### src/rtl/multicycle_controller.sv
// Multi-cycle FETCH/DECODE/EXEC/MEM/WB sequencer for the RV32I core.
// Optional memory-wait timeout is built when MEM_TIMEOUT_EN is defined.
module multicycle_controller #(
    parameter int unsigned WAIT_MAX  = 16,
    parameter int unsigned ALUCTRL_W = 5
) (
    input  logic                 clk,
    input  logic                 rst,
    output logic                 imem_req,
    input  logic                 imem_ready,
    output logic                 dmem_req,
    output logic                 dmem_we,
    input  logic                 dmem_ready,
    input  logic                 dec_load,
    input  logic                 dec_store,
    input  logic                 dec_branch,
    input  logic                 dec_regWrite,
    input  logic                 dec_JAL,
    input  logic                 dec_JALR,
    input  logic                 dec_AUIPC,
    input  logic [ALUCTRL_W-1:0] dec_aluCtrl,
    input  logic                 branch_taken,
    output logic                 ir_we,
    output logic                 pc_we,
    output logic [1:0]           pc_sel,
    output logic                 rf_we,
    output logic [1:0]           wb_sel,
    output logic                 retire,
    output logic [31:0]          instret,
    output logic [2:0]           state,
    output logic                 illegal,
    output logic                 bus_err
);

    typedef enum logic [2:0] {
        S_FETCH  = 3'd0,
        S_DECODE = 3'd1,
        S_EXEC   = 3'd2,
        S_MEM    = 3'd3,
        S_WB     = 3'd4,
        S_HALT   = 3'd5
    } state_t;

    localparam logic [ALUCTRL_W-1:0] ALU_ILLEGAL = ALUCTRL_W'(5'b01111);

    state_t      state_q, state_d;
    logic [31:0] instret_q, instret_d;
    logic        illegal_q, illegal_d;

    // AUIPC only steers datapath muxes; it has no sequencing effect here.
    logic unused_auipc;
    assign unused_auipc = dec_AUIPC;

`ifdef MEM_TIMEOUT_EN
    localparam int unsigned WAIT_W = (WAIT_MAX > 1) ? $clog2(WAIT_MAX) : 1;
    localparam logic [WAIT_W-1:0] WAIT_LAST = WAIT_W'(WAIT_MAX - 1);

    logic [WAIT_W-1:0] wait_q, wait_d;
    logic              bus_err_q, bus_err_d;
    logic              timeout_c;

    // Count consecutive stalled request cycles; any ready or idle cycle clears.
    always_comb begin
        wait_d = '0;
        if ((imem_req && !imem_ready) || (dmem_req && !dmem_ready)) begin
            wait_d = wait_q + WAIT_W'(1);
        end
    end

    assign timeout_c = (wait_q == WAIT_LAST);
    assign bus_err   = bus_err_q;
`else
    logic unused_wait_max;
    assign unused_wait_max = ^WAIT_MAX;
    assign bus_err         = 1'b0;
`endif

    always_ff @(posedge clk) begin
        if (rst) begin
            state_q   <= S_FETCH;
            instret_q <= '0;
            illegal_q <= 1'b0;
`ifdef MEM_TIMEOUT_EN
            wait_q    <= '0;
            bus_err_q <= 1'b0;
`endif
        end else begin
            state_q   <= state_d;
            instret_q <= instret_d;
            illegal_q <= illegal_d;
`ifdef MEM_TIMEOUT_EN
            wait_q    <= wait_d;
            bus_err_q <= bus_err_d;
`endif
        end
    end

    // Next state and strobe decode.
    always_comb begin
        state_d   = state_q;
        illegal_d = illegal_q;
`ifdef MEM_TIMEOUT_EN
        bus_err_d = bus_err_q;
`endif
        imem_req  = 1'b0;
        dmem_req  = 1'b0;
        dmem_we   = 1'b0;
        ir_we     = 1'b0;
        pc_we     = 1'b0;
        pc_sel    = 2'b00;
        rf_we     = 1'b0;
        wb_sel    = 2'b00;
        retire    = 1'b0;

        case (state_q)
            S_FETCH: begin
                imem_req = 1'b1;
                if (imem_ready) begin
                    ir_we   = 1'b1;
                    state_d = S_DECODE;
                end
`ifdef MEM_TIMEOUT_EN
                else if (timeout_c) begin
                    state_d   = S_HALT;
                    bus_err_d = 1'b1;
                end
`endif
            end
            S_DECODE: begin
                if (dec_aluCtrl == ALU_ILLEGAL) begin
                    state_d   = S_HALT;
                    illegal_d = 1'b1;
                end else begin
                    state_d = S_EXEC;
                end
            end
            S_EXEC: begin
                if (dec_load || dec_store) begin
                    state_d = S_MEM;
                end else if (dec_branch) begin
                    pc_we   = 1'b1;
                    pc_sel  = branch_taken ? 2'b01 : 2'b00;
                    retire  = 1'b1;
                    state_d = S_FETCH;
                end else begin
                    state_d = S_WB;
                end
            end
            S_MEM: begin
                dmem_req = 1'b1;
                dmem_we  = dec_store;
                if (dmem_ready) begin
                    if (dec_store) begin
                        pc_we   = 1'b1;
                        retire  = 1'b1;
                        state_d = S_FETCH;
                    end else begin
                        state_d = S_WB;
                    end
                end
`ifdef MEM_TIMEOUT_EN
                else if (timeout_c) begin
                    state_d   = S_HALT;
                    bus_err_d = 1'b1;
                end
`endif
            end
            S_WB: begin
                rf_we = dec_regWrite;
                if (dec_load) begin
                    wb_sel = 2'b01;
                end else if (dec_JAL || dec_JALR) begin
                    wb_sel = 2'b10;
                end
                pc_we = 1'b1;
                if (dec_JAL) begin
                    pc_sel = 2'b01;
                end else if (dec_JALR) begin
                    pc_sel = 2'b10;
                end
                retire  = 1'b1;
                state_d = S_FETCH;
            end
            S_HALT: begin
                state_d = S_HALT;
            end
            default: begin
                state_d = S_HALT;
            end
        endcase
    end

    assign instret_d = retire ? (instret_q + 32'd1) : instret_q;

    assign instret = instret_q;
    assign state   = state_q;
    assign illegal = illegal_q;

endmodule

### config.mk
export PLATFORM = sky130hd
export DESIGN_NAME = multicycle_controller
export DESIGN_NICKNAME = d
export VERILOG_FILES = /design/src/rtl/multicycle_controller.sv
export SDC_FILE = /design/constraint.sdc
export NUM_CORES = 1
export LEC_CHECK = 0
export CORE_MARGIN = 2
export CORE_UTILIZATION = 46
export CTS_BUF_LIST = sky130_fd_sc_hd__clkbuf_16
export DETAILED_ROUTE_END_ITERATION = 10
export GPL_TIMING_DRIVEN = 0
export MAX_ROUTING_LAYER = met4
export PLACE_DENSITY = 0.87
export SYNTH_ARGS = -nofsm -noshare
export SYNTH_HDL_FRONTEND = slang
export SYNTH_SLANG_ARGS = --single-unit
### constraint.sdc
create_clock -name clk -period 2.47 [get_ports clk]
set_input_delay 0.494 -clock clk [delete_from_list [all_inputs] [get_ports clk]]
set_output_delay 0.494 -clock clk [all_outputs]
set_load 0.02 [all_outputs]
After elaboration in Yosys (flattened, before gate mapping)
Cells that the tools add are included.

Register bits after elaboration: 36. Bits in latches: 0. Bits in writable memories: 0. ROM bits: 0. Logic and storage cells: 43. Memories: 0.

$add $sub $neg: 1. $mul: 0. Div/mod/pow operators: 0. $lt $le $gt $ge: 0. Equal/unequal tests: 7. Shifts and indexed selects: 0. Mux-type cells: 27. Bitwise logic cells: 0. Reduce and logical (&&, ||, !) cells: 5.

Operator list (count): 32-bit by 1-bit adder with 32-bit output (second input constant) (1); 3-bit 2-to-1 mux (6); 3-bit case mux with 5 select lines (1); 1-bit 2-to-1 mux (13); 2-bit 2-to-1 mux (5); 3-bit by 2-bit == test with 1-bit output (second input constant) (2); 5-bit by 4-bit == test with 1-bit output (second input constant) (1); 2-bit inequality test (second input constant) (2); 2-bit case mux with 2 select lines (1); 2-bit AND reduction (2); 3-bit by 1-bit == test with 1-bit output (second input constant) (1); 3-bit == test (second input constant) (1); 3-bit logical NOT (1); 1-bit case mux with 3 select lines (1); 1-bit logical OR (2).

Depth between registers and ports, before layout
Gate-level depths: netlist of the first run.

Word-level depth: 4. Depth in mapped cells: 8. Mapped depth without buffers: 6.

Worst setup path after synthesis of the first run
OpenSTA, ideal clock, no wires.

Path type: register to register. Start point: register instret_q[2] (netlist: instret[2]). End point: register instret_q[31] (netlist: instret[31]). Library setup time: 0.123 ns. Arrival time: 1.992 ns. Data required time: 2.347 ns. Slack: 0.355 ns. Stages on the path, launching flop included: 7. Buffers on the path: 1. Period minus slack after synthesis: 2.115 ns. Path through: dfxtp_1 -> buf_4 -> nand4_1 -> or4_4 -> a211oi_4 -> nand4_1 -> mux2_1.

Word-level cells in the longest chain between the ends: 1.

Ends and longest elaborated chain: from (decl) (line 47) `logic [31:0] instret_q, instret_d;`; from (signal assigned) (line 89) `instret_q <= instret_d;`; 32-bit by 1-bit adder with 32-bit output (line 193) `assign instret_d = retire ? (instret_q + 32'd1) : instret_q;`.

Every way passes these cells. A chain may end at the register's enable or synchronous reset.

Worst setup path after layout of the first run
Start point: input port dmem_ready. End point: output port retire.

Word-level cells in the longest chain between the ends: 2.

Ends and longest elaborated chain: from (decl) (line 13) `input logic dmem_ready,`; 1-bit 2-to-1 mux (line 152) `if (dmem_ready) begin`; 1-bit case mux with 3 select lines (line 115) `case (state_q)`; to (decl) (line 28) `output logic retire,`.

Every way passes these cells.

==> results of run 1 <==
Yosys cell counts, types with 2 or more instances:
cell,number
and4_1,2
and3_1,5
a211oi_1,11
nor3_1,6
nor2b_1,3
or4_1,3
a31oi_1,2
a2111o_1,2
a21o_1,2
nand2b_1,5
clkbuf_1,6
nand3_1,7
dfxtp_1,36
and2_1,4
o21ai_0,5
nand2_1,14
a31o_2,4
buf_4,5
or3_1,5
inv_1,5
nor2_1,34
o31ai_1,2
buf_2,6
a21oi_1,13
a2111oi_0,5
nand4_1,13
xnor2_1,19
final cells by class:
type | instances | area, µm² | share of cell area
multi-input cells | 185 | 1200 | 0.409
clock buffers | 5 | 125 | 0.0427
inverters | 5 | 18.8 | 0.00640
clock inverters | 3 | 11.3 | 0.00384
well taps | 52 | 65.1 | 0.0222
flip-flops and latches | 36 | 721 | 0.246
plain buffers | 18 | 97.6 | 0.0333
repair buffers | 71 | 693 | 0.236
sequential cells by signal (all words and copies together), names as in the netlist:
register and cells:
instret 32, state 3, illegal 1
critical path, delay by kind of cell:
family / cells / cell delay (ps)
buffers and inverters: 4 / 860
AO/OA/AOI/OAI: 1 / 300
AND/OR/NAND/NOR: 1 / 220
through the flow:
stage / setup TNS, ps / hold WS (ps) / worst slack (ps)
floorplan: 0 / 566 / 355
global placement: -3480 / 459 / -561
detailed placement: -4120 / 484 / -593
CTS: -147 / 503 / -64.4
global route: 0 / 540 / 3.30
finish: 0 / 492 / 99.5
how the worst max path moves through the flow:
| stage | to | slack, ps | cells after the start |
|---|---|---|---|
| finish | retire | 100 | 6 |
| global route | retire | 3 | 6 |
| CTS | retire | -60 | 7 |
| detailed placement | retire | -590 | 7 |
| global placement | retire | -560 | 7 |
| floorplan | instret[31]$_SDFFE_PP0P_ | 350 | 6 |
layer usage:
layer / vias to the layer above / wire [µm] / track usage
met5: - / 0 / -
met3: 6 / 300 / 0.0534
met1: 1006 / 2270 / 0.271
li1: 1042 / - / -
met2: 66 / 2680 / 0.376
met4: 0 / 74 / 0.0684
power by group through the flow:
| stage | combinational (W) | clock [W] | sequential [W] |
|---|---|---|---|
| finish | 0.000705 | 0.000582 | 0.000637 |
| global route | 0.000750 | 0.000614 | 0.000640 |
| CTS | 0.000683 | 0.000588 | 0.000637 |
| detailed placement | 0.000672 | 0 | 0.000648 |
| floorplan | 0.000383 | 0 | 0.000681 |
| global placement | 0.000658 | 0 | 0.000647 |
cells by family (layout without fill, tap and decap cells):
group / Yosys count / after routing / synth area share
multiplexers: 1 / 1 / 0.00561
adder cells (fa/ha/maj): 1 / 1 / 0.00623
flip-flops: 36 / 36 / 0.359
AND/OR/NAND/NOR: 111 / 111 / 0.299
buffers and inverters: 23 / 102 / 0.0561
AO/OA/AOI/OAI: 51 / 51 / 0.185
other: 1 / 1 / 0.00187
XOR/XNOR: 20 / 20 / 0.0873
placed cells by master (no fill, tap or decap), types with 6 or more instances in the layout:
cell type / n
nand4_1: 13
nand3_1: 7
buf_4: 14
nand2_1: 14
buf_2: 7
nor3_1: 6
inv_1: 6
dfxtp_1: 36
xnor2_1: 19
nor2_1: 33
clkdlybuf4s50_1: 55
a21oi_1: 13
a211oi_1: 10
repair_timing:
item | CTS | global route
pin swaps | 1 | 2
setup buffers | 1 | 8
resized for setup | 11 | 16
cloned | 0 | 0
endpoints found under the setup margin | 4 | 25
==> reports/results.ini, run 1 <==
[yosys]
synth_cell_types = 47
ys_seq_area_frac = 0.359
ys_seq_elements = 36
synth_edf_count = 0
syn_inst = 244
synth_ff_type = dfxtp_1
synthArstFlopShare = 0
yosysWarningCount = 0
synth_nets = 262
syn_area_um2 = 2010
syn_avg_cell_area_um2 = 8.23
yosys.area.top_type = dfxtp_1
ys_top_cells_by_area = dfxtp_1 (36%), xnor2_1 (8.3%), nor2_1 (6.4%)
synth_top_cell_area_share = 0.359

[clock_network]
cts_max_level = 2
clk_pin_slew_ps = 50
cts_tree = built
insertion_delay_ps = 280
cts_buffers = 5
cts_root_buf = clkbuf_16
cts_sinks = 36
postCtsHoldBufs = 0
clockBufferDepth = 2

[timing]
max_slew_margin = 0.623
setup-violations-final = 0
fmax_mhz = 422
hold_violations = 0
worstMarginPinSlew_ps = 558
rsz0062_at_grt = false
slew_viol_final = 0
fin_crit_ps = 2370
finClkSkew_ps = 5.26
fin_crit_sh = 0.960

[placement]
placed_area_um2 = 2690
gp_congestion = 0.850
io_buffers = 62
dp_hpwl_mm = 3.65
dp.cells = 358

[global_route]
grtUsageTotal = 0.226
grt_max_degree = 11
antenna_found_initial = 0
gr-total-overflow = 0
grt_pass1_vias = 1933
grt_first_pass_wirelength_mm = 8.87

[power_and_ir_drop]
pwr-share-clk = 0.302
combPwrFrac = 0.366
p_int_w = 0.00128
power_density_nw_per_um2 = 656
p_switching_w = 0.000647
swShare = 0.337
total_power_w = 0.00192
peakVddDrop_v = 0.000404
pwr-share-seq = 0.331
p_leak_nw = 1.04

[routing]
drc_errors = 0
vias = 2120
postRouteAntennaNets = 0
totalWireLength_mm = 5.33
wl_per_cell_um = 14.2
first_iter_violations = 150
dr.pass1.iters = 4
via_per_inst = 5.65

[final_layout]
syn2layout_area_growth_pct = 46.1
num-fill-cells = 354
stdcell_area_um2 = 2930
drive_gt1_frac = 0.136
finalNetCount = 340
fin_cells = 375
fin_util = 0.688
antenna_cells = 0

[critical_path]
rr_endpoint = instret[31]$_SDFFE_PP0P_
slowest_stage = clkdlybuf4s50_1
reg2reg_slack_ps = 250
worst-setup-path-type = in -> out
max_stage_delay_ps = 450
cp_data_required_time_ps = 1980
crit_fanout = 4
path_cells = clkdlybuf4s50_1, a41oi_2, and2_4, inv_2, buf_4, clkdlybuf4s15_2
startpoint = dmem_ready
r2r_start = state[1]$_SDFFE_PP0P_
worstPathArrival_ps = 1880
startpoint_type = input port
crit_path_end_kind = output port
reg2regPathDepth = 7

[status]
outcome = completed

[die]
die_y_um = 70.1
fp.dieW_um = 70.1
initial_core_util = 0.471
die_area_um2 = 4910
ios = 65
rows = 24
core_um2 = 4260

[min_path]
hold_depth = 2
holdPathEnd = illegal$_SDFFE_PP0P_
hold_path_class = reg -> reg
hold_start = illegal$_SDFFE_PP0P_

[job]
drv_cap = 0

No activity file was read; power rests on OpenSTA's default activity.
==> run 2, diff against run 1 <==
--- a/config.mk
+++ b/config.mk
@@ -12,6 +12,7 @@
 export GPL_TIMING_DRIVEN = 0
 export MAX_ROUTING_LAYER = met4
 export PLACE_DENSITY = 0.87
+export RECOVER_POWER = 50
 export SYNTH_ARGS = -nofsm -noshare
 export SYNTH_HDL_FRONTEND = slang
 export SYNTH_SLANG_ARGS = --single-unit
==> reports/results.ini, run 2 (same netlist as run 1, synthesis figures left out) <==
[routing]
via_per_inst = 5.64
totalWireLength_mm = 5.34
postRouteAntennaNets = 0
drc_errors = 0
first_iter_violations = 138
vias = 2115
dr.pass1.iters = 4
wl_per_cell_um = 14.2

[timing]
worst_slack_ps = 102
fmax_mhz = 422
fin_crit_ps = 2370
slew_viol_final = 0
setup-violations-final = 0
rsz0062_at_grt = false
setup_tns_ps = 0
max_slew_margin = 0.622
hold_ws_ps = 485
fin_crit_sh = 0.959
finClkSkew_ps = 6.04
hold_violations = 0
worstMarginPinSlew_ps = 559

[clock_network]
clockBufferDepth = 2
cts_buffers = 5
cts_root_buf = clkbuf_16
clk_pin_slew_ps = 50
insertion_delay_ps = 280
cts_max_level = 2
cts_tree = built
cts_sinks = 36

[global_route]
grt_max_degree = 11
gr-total-overflow = 0
antenna_found_initial = 0
grt_pass1_vias = 1933
grt_first_pass_wirelength_mm = 8.87
grtUsageTotal = 0.226

[power_and_ir_drop]
power_density_nw_per_um2 = 652
p_int_w = 0.00127
swShare = 0.338
pwr-share-clk = 0.303
p_switching_w = 0.000647
p_leak_nw = 1.17
pwr-share-seq = 0.332
peakVddDrop_v = 0.000404
combPwrFrac = 0.364

[die]
core_um2 = 4260
die_area_um2 = 4910
ios = 65
fp.dieW_um = 70.1
rows = 24
initial_core_util = 0.471
die_y_um = 70.1

[final_layout]
layout_common_cells = dfxtp_1 (36), dlygate4sd3_1 (36), nor2_1 (33)
largest_reg_flops = 32
syn2layout_area_growth_pct = 46.1
finalNetCount = 340
antenna_cells = 0
drive_gt1_frac = 0.136
num-fill-cells = 354
fin_cells = 375

[critical_path]
max_stage_delay_ps = 450
slowest_stage = clkdlybuf4s50_1
startpoint_type = input port
cp_data_required_time_ps = 1980
worst-setup-path-type = in -> out
crit_path_end_kind = output port
cp_num_buf_inv = 4
worstPathArrival_ps = 1870
path_cells = clkdlybuf4s50_1, a41oi_2, and2_4, inv_2, buf_4, clkdlybuf4s15_2
crit_fanout = 4
cp_top_family = buffers and inverters

[placement]
dp.cells = 358
place_ws_ps = -593
gp_congestion = 0.850
io_buffers = 62
dp_hpwl_mm = 3.65

[job]
drv_cap = 0

[status]
outcome = completed

[min_path]
hold_path_class = reg -> reg

[run 2: changes by cell type in the layout (fill, tap and decap cells not counted)]
cell / before / now
clkbuf_1: 3 / 4
clkdlybuf4s50_1: 55 / 19
dlygate4sd3_1: 0 / 36
buf_1: 1 / 0
[run 2: area by class of cell]
class	count	area, µm²	share of cell area
inverter	5	18.8	0.00640
tap	52	65.1	0.0222
clock buffer	5	125	0.0427
buffer	18	97.6	0.0333
multi-input combinational	185	1200	0.409
sequential	36	721	0.246
clock inverter	3	11.3	0.00384
timing repair buffer	71	693	0.236
[run 2: timing repair]
action                     CTS  global route
resized for setup           11            16
setup buffers                1             8
setup endpoints to repair    4            25
pin swaps                    1             2
hold buffers                 0             0
[run 2: stage by stage]
step | power [W] | area (µm²) | utilization
floorplan | 0.00106 | 2010 | -
global placement | 0.00131 | 2690 | 0.631
detailed placement | 0.00132 | 2690 | 0.631
CTS | 0.00191 | 2850 | 0.668
global route | 0.00199 | 2930 | 0.688
finish | 0.00191 | 2930 | 0.688
[run 2: path summary, 6_finish.rpt]
kind	from	slack [ps]	end	depth (start not counted)
hold / removal	illegal$_SDFFE_PP0P_	490	illegal$_SDFFE_PP0P_	2
setup / recovery	dmem_ready	100	retire	6
setup reg to reg	state[1]$_SDFFE_PP0P_	270	instret[31]$_SDFFE_PP0P_	7
hold reg to reg	illegal$_SDFFE_PP0P_	490	illegal$_SDFFE_PP0P_	2
[run 2: worst register-to-register path, stage by stage, from the launching register on]
cell      delay (ps)
dfxtp_1          330
nor2b_1          350
nand4b_1         220
buf_4            190
buf_2            190
a211oi_4         350
nand4_1          150
mux2_1           320
[run 2: power by group through the flow]
stage / logic (W) / registers (W) / clock network [W]
2_1_floorplan: 0.000383 / 0.000681 / 0
3_3_place_gp: 0.000658 / 0.000647 / 0
3_5_place_dp: 0.000672 / 0.000648 / 0
4_1_cts: 0.000683 / 0.000637 / 0.000588
5_1_grt: 0.000739 / 0.000639 / 0.000614
6_report: 0.000696 / 0.000635 / 0.000580
[run 2: metal layers]
| metal | wire, µm | track usage |
|---|---|---|
| met1 | 2300 | 0.271 |
| met2 | 2690 | 0.376 |
| met3 | 279 | 0.0534 |
| met4 | 74 | 0.0684 |
| met5 | 0 | - |
==> run 3, diff against run 2 <==
--- a/config.mk
+++ b/config.mk
@@ -9,7 +9,6 @@
 export CORE_UTILIZATION = 46
 export CTS_BUF_LIST = sky130_fd_sc_hd__clkbuf_16
 export DETAILED_ROUTE_END_ITERATION = 10
-export GPL_TIMING_DRIVEN = 0
 export MAX_ROUTING_LAYER = met4
 export PLACE_DENSITY = 0.87
 export RECOVER_POWER = 50
==> constraint.sdc (replaced) <==
create_clock -name clk -period 2.47 [get_ports clk]
set_input_delay 0.494 -clock clk [delete_from_list [all_inputs] [get_ports clk]]
set_output_delay 0.494 -clock clk [all_outputs]
set_load 0.05 [all_outputs]
==> reports/results.ini, run 3 (same netlist as run 1, synthesis figures left out) <==
[status]
outcome = completed

[min_path]
hold_start = illegal$_SDFFE_PP0P_
hold_path_class = reg -> reg
hold_depth = 2

[timing]
fin_crit_ps = 2340
worstMarginPinSlew_ps = 632
finClkSkew_ps = 3.21
slew_viol_final = 0
max_slew_margin = 0.577
fmax_mhz = 428
fin_crit_sh = 0.946
worst_slack_ps = 133
rsz0062_at_grt = false
setup-violations-final = 0
hold_violations = 0

[die]
initial_core_util = 0.471
ios = 65
die_y_um = 70.1
rows = 24
core_um2 = 4260
fp.dieW_um = 70.1
die_area_um2 = 4910

[clock_network]
postCtsHoldBufs = 0
insertion_delay_ps = 270
clockBufferDepth = 2
cts_tree = built
cts_setup_buffers = 0
clk_pin_slew_ps = 50
cts_root_buf = clkbuf_16
cts_sinks = 36
cts_max_level = 2
cts_buffers = 5

[routing]
via_per_inst = 5.68
first_iter_violations = 148
wl_per_cell_um = 13.7
drc_errors = 0
postRouteAntennaNets = 0
totalWireLength_mm = 4.95
dr.pass1.iters = 4
vias = 2057

[power_and_ir_drop]
p_switching_w = 0.000827
swShare = 0.382
combPwrFrac = 0.437
p_int_w = 0.00134
pwr-share-seq = 0.300
peakVddDrop_v = 0.000455
p_leak_nw = 1.09
total_power_w = 0.00216
power_density_nw_per_um2 = 734
pwr-share-clk = 0.262

[critical_path]
r2r_start = state[1]$_SDFFE_PP0P_
crit_path_end_kind = output port
crit_fanout = 6
startpoint = dec_store
startpoint_type = input port
cp_data_required_time_ps = 1980
reg2regPathDepth = 6
worst-setup-path-type = in -> out
worstPathArrival_ps = 1840

[final_layout]
largest_reg_flops = 32
mostFrequentLayoutCell = dfxtp_1
antenna_cells = 0
finalNetCount = 330
drive_gt1_frac = 0.142
layout_common_cells = dfxtp_1 (36), nor2_1 (34), clkdlybuf4s50_1 (29)
syn2layout_area_growth_pct = 46.9
num-fill-cells = 333

[placement]
gp_congestion = 0.842
io_buffers = 62
place_ws_ps = -22.1
dp_hpwl_mm = 3.58

[global_route]
grt_first_pass_wirelength_mm = 8.30
antenna_found_initial = 0
grtUsageTotal = 0.214
grt_max_degree = 25
grt_pass1_vias = 1829
gr-total-overflow = 0

[job]
drv_cap = 0

==> run 3: changes by cell type in the layout (fill, tap and decap cells not counted), sizes merged <==
| cell | change |
|---|---|
| dlygate4sd2 | -3 |
| dlymetal6s2s | -2 |
| clkdlybuf4s15 | -1 |
| clkbuf | -4 |
| inv | -2 |
| clkdlybuf4s50 | +10 |
| buf | +3 |
| clkinv | -1 |
| dlygate4sd3 | -13 |
==> run 3: final timing paths <==
path	to	slack [ps]
worst max-delay path	retire	130
worst min-delay path	illegal$_SDFFE_PP0P_	480
worst max register to register	instret[30]$_SDFFE_PP0P_	360
worst min register to register	illegal$_SDFFE_PP0P_	480
==> run 3: critical path, stage by stage <==
cell and delay (ps):
clkdlybuf4s50_1 470, a41oi_2 300, and2_1 290, inv_2 120, buf_12 160
==> run 3: area by class of cell <==
cell class	count	area, µm²	area share
flip-flops and latches	36	721	0.244
inverters	5	18.8	0.00637
multi-input cells	185	1200	0.406
well taps	52	65.1	0.0221
repair buffers	79	822	0.279
clock buffers	5	125	0.0424
==> run 3: layer usage <==
| layer | routed length (µm) | global-route usage | vias up |
|---|---|---|---|
| met5 | 0 | - | - |
| met4 | 70 | 0.0791 | 0 |
| met3 | 313 | 0.0519 | 8 |
| met2 | 2410 | 0.346 | 72 |
| met1 | 2160 | 0.260 | 965 |
| li1 | - | - | 1012 |
==> run 3: through the flow <==
stage	util	hold WS [ps]	TNS, ps	cells	area, µm²
6_report	0.691	481	0	362	2950
5_1_grt	0.691	511	0	362	2950
4_1_cts	0.695	491	0	362	2960
3_5_place_dp	0.665	475	-22.1	357	2840
3_3_place_gp	0.665	450	0	357	2840
2_1_floorplan	-	665	0	244	2020
==> run 3: power by group through the flow <==
stage | logic, W | clock network (W) | registers, W
CTS | 0.000960 | 0.000578 | 0.000650
finish | 0.000946 | 0.000568 | 0.000650
detailed placement | 0.000957 | 0 | 0.000662
global placement | 0.000950 | 0 | 0.000660
floorplan | 0.000512 | 0 | 0.000747
global route | 0.00101 | 0.000597 | 0.000656
==> run 3: timing repair <==
| action | CTS | global route |
|---|---|---|
| setup endpoints to repair | 0 | 2 |
| gates resized for setup | 0 | 1 |
| hold endpoints to repair | 0 | 0 |
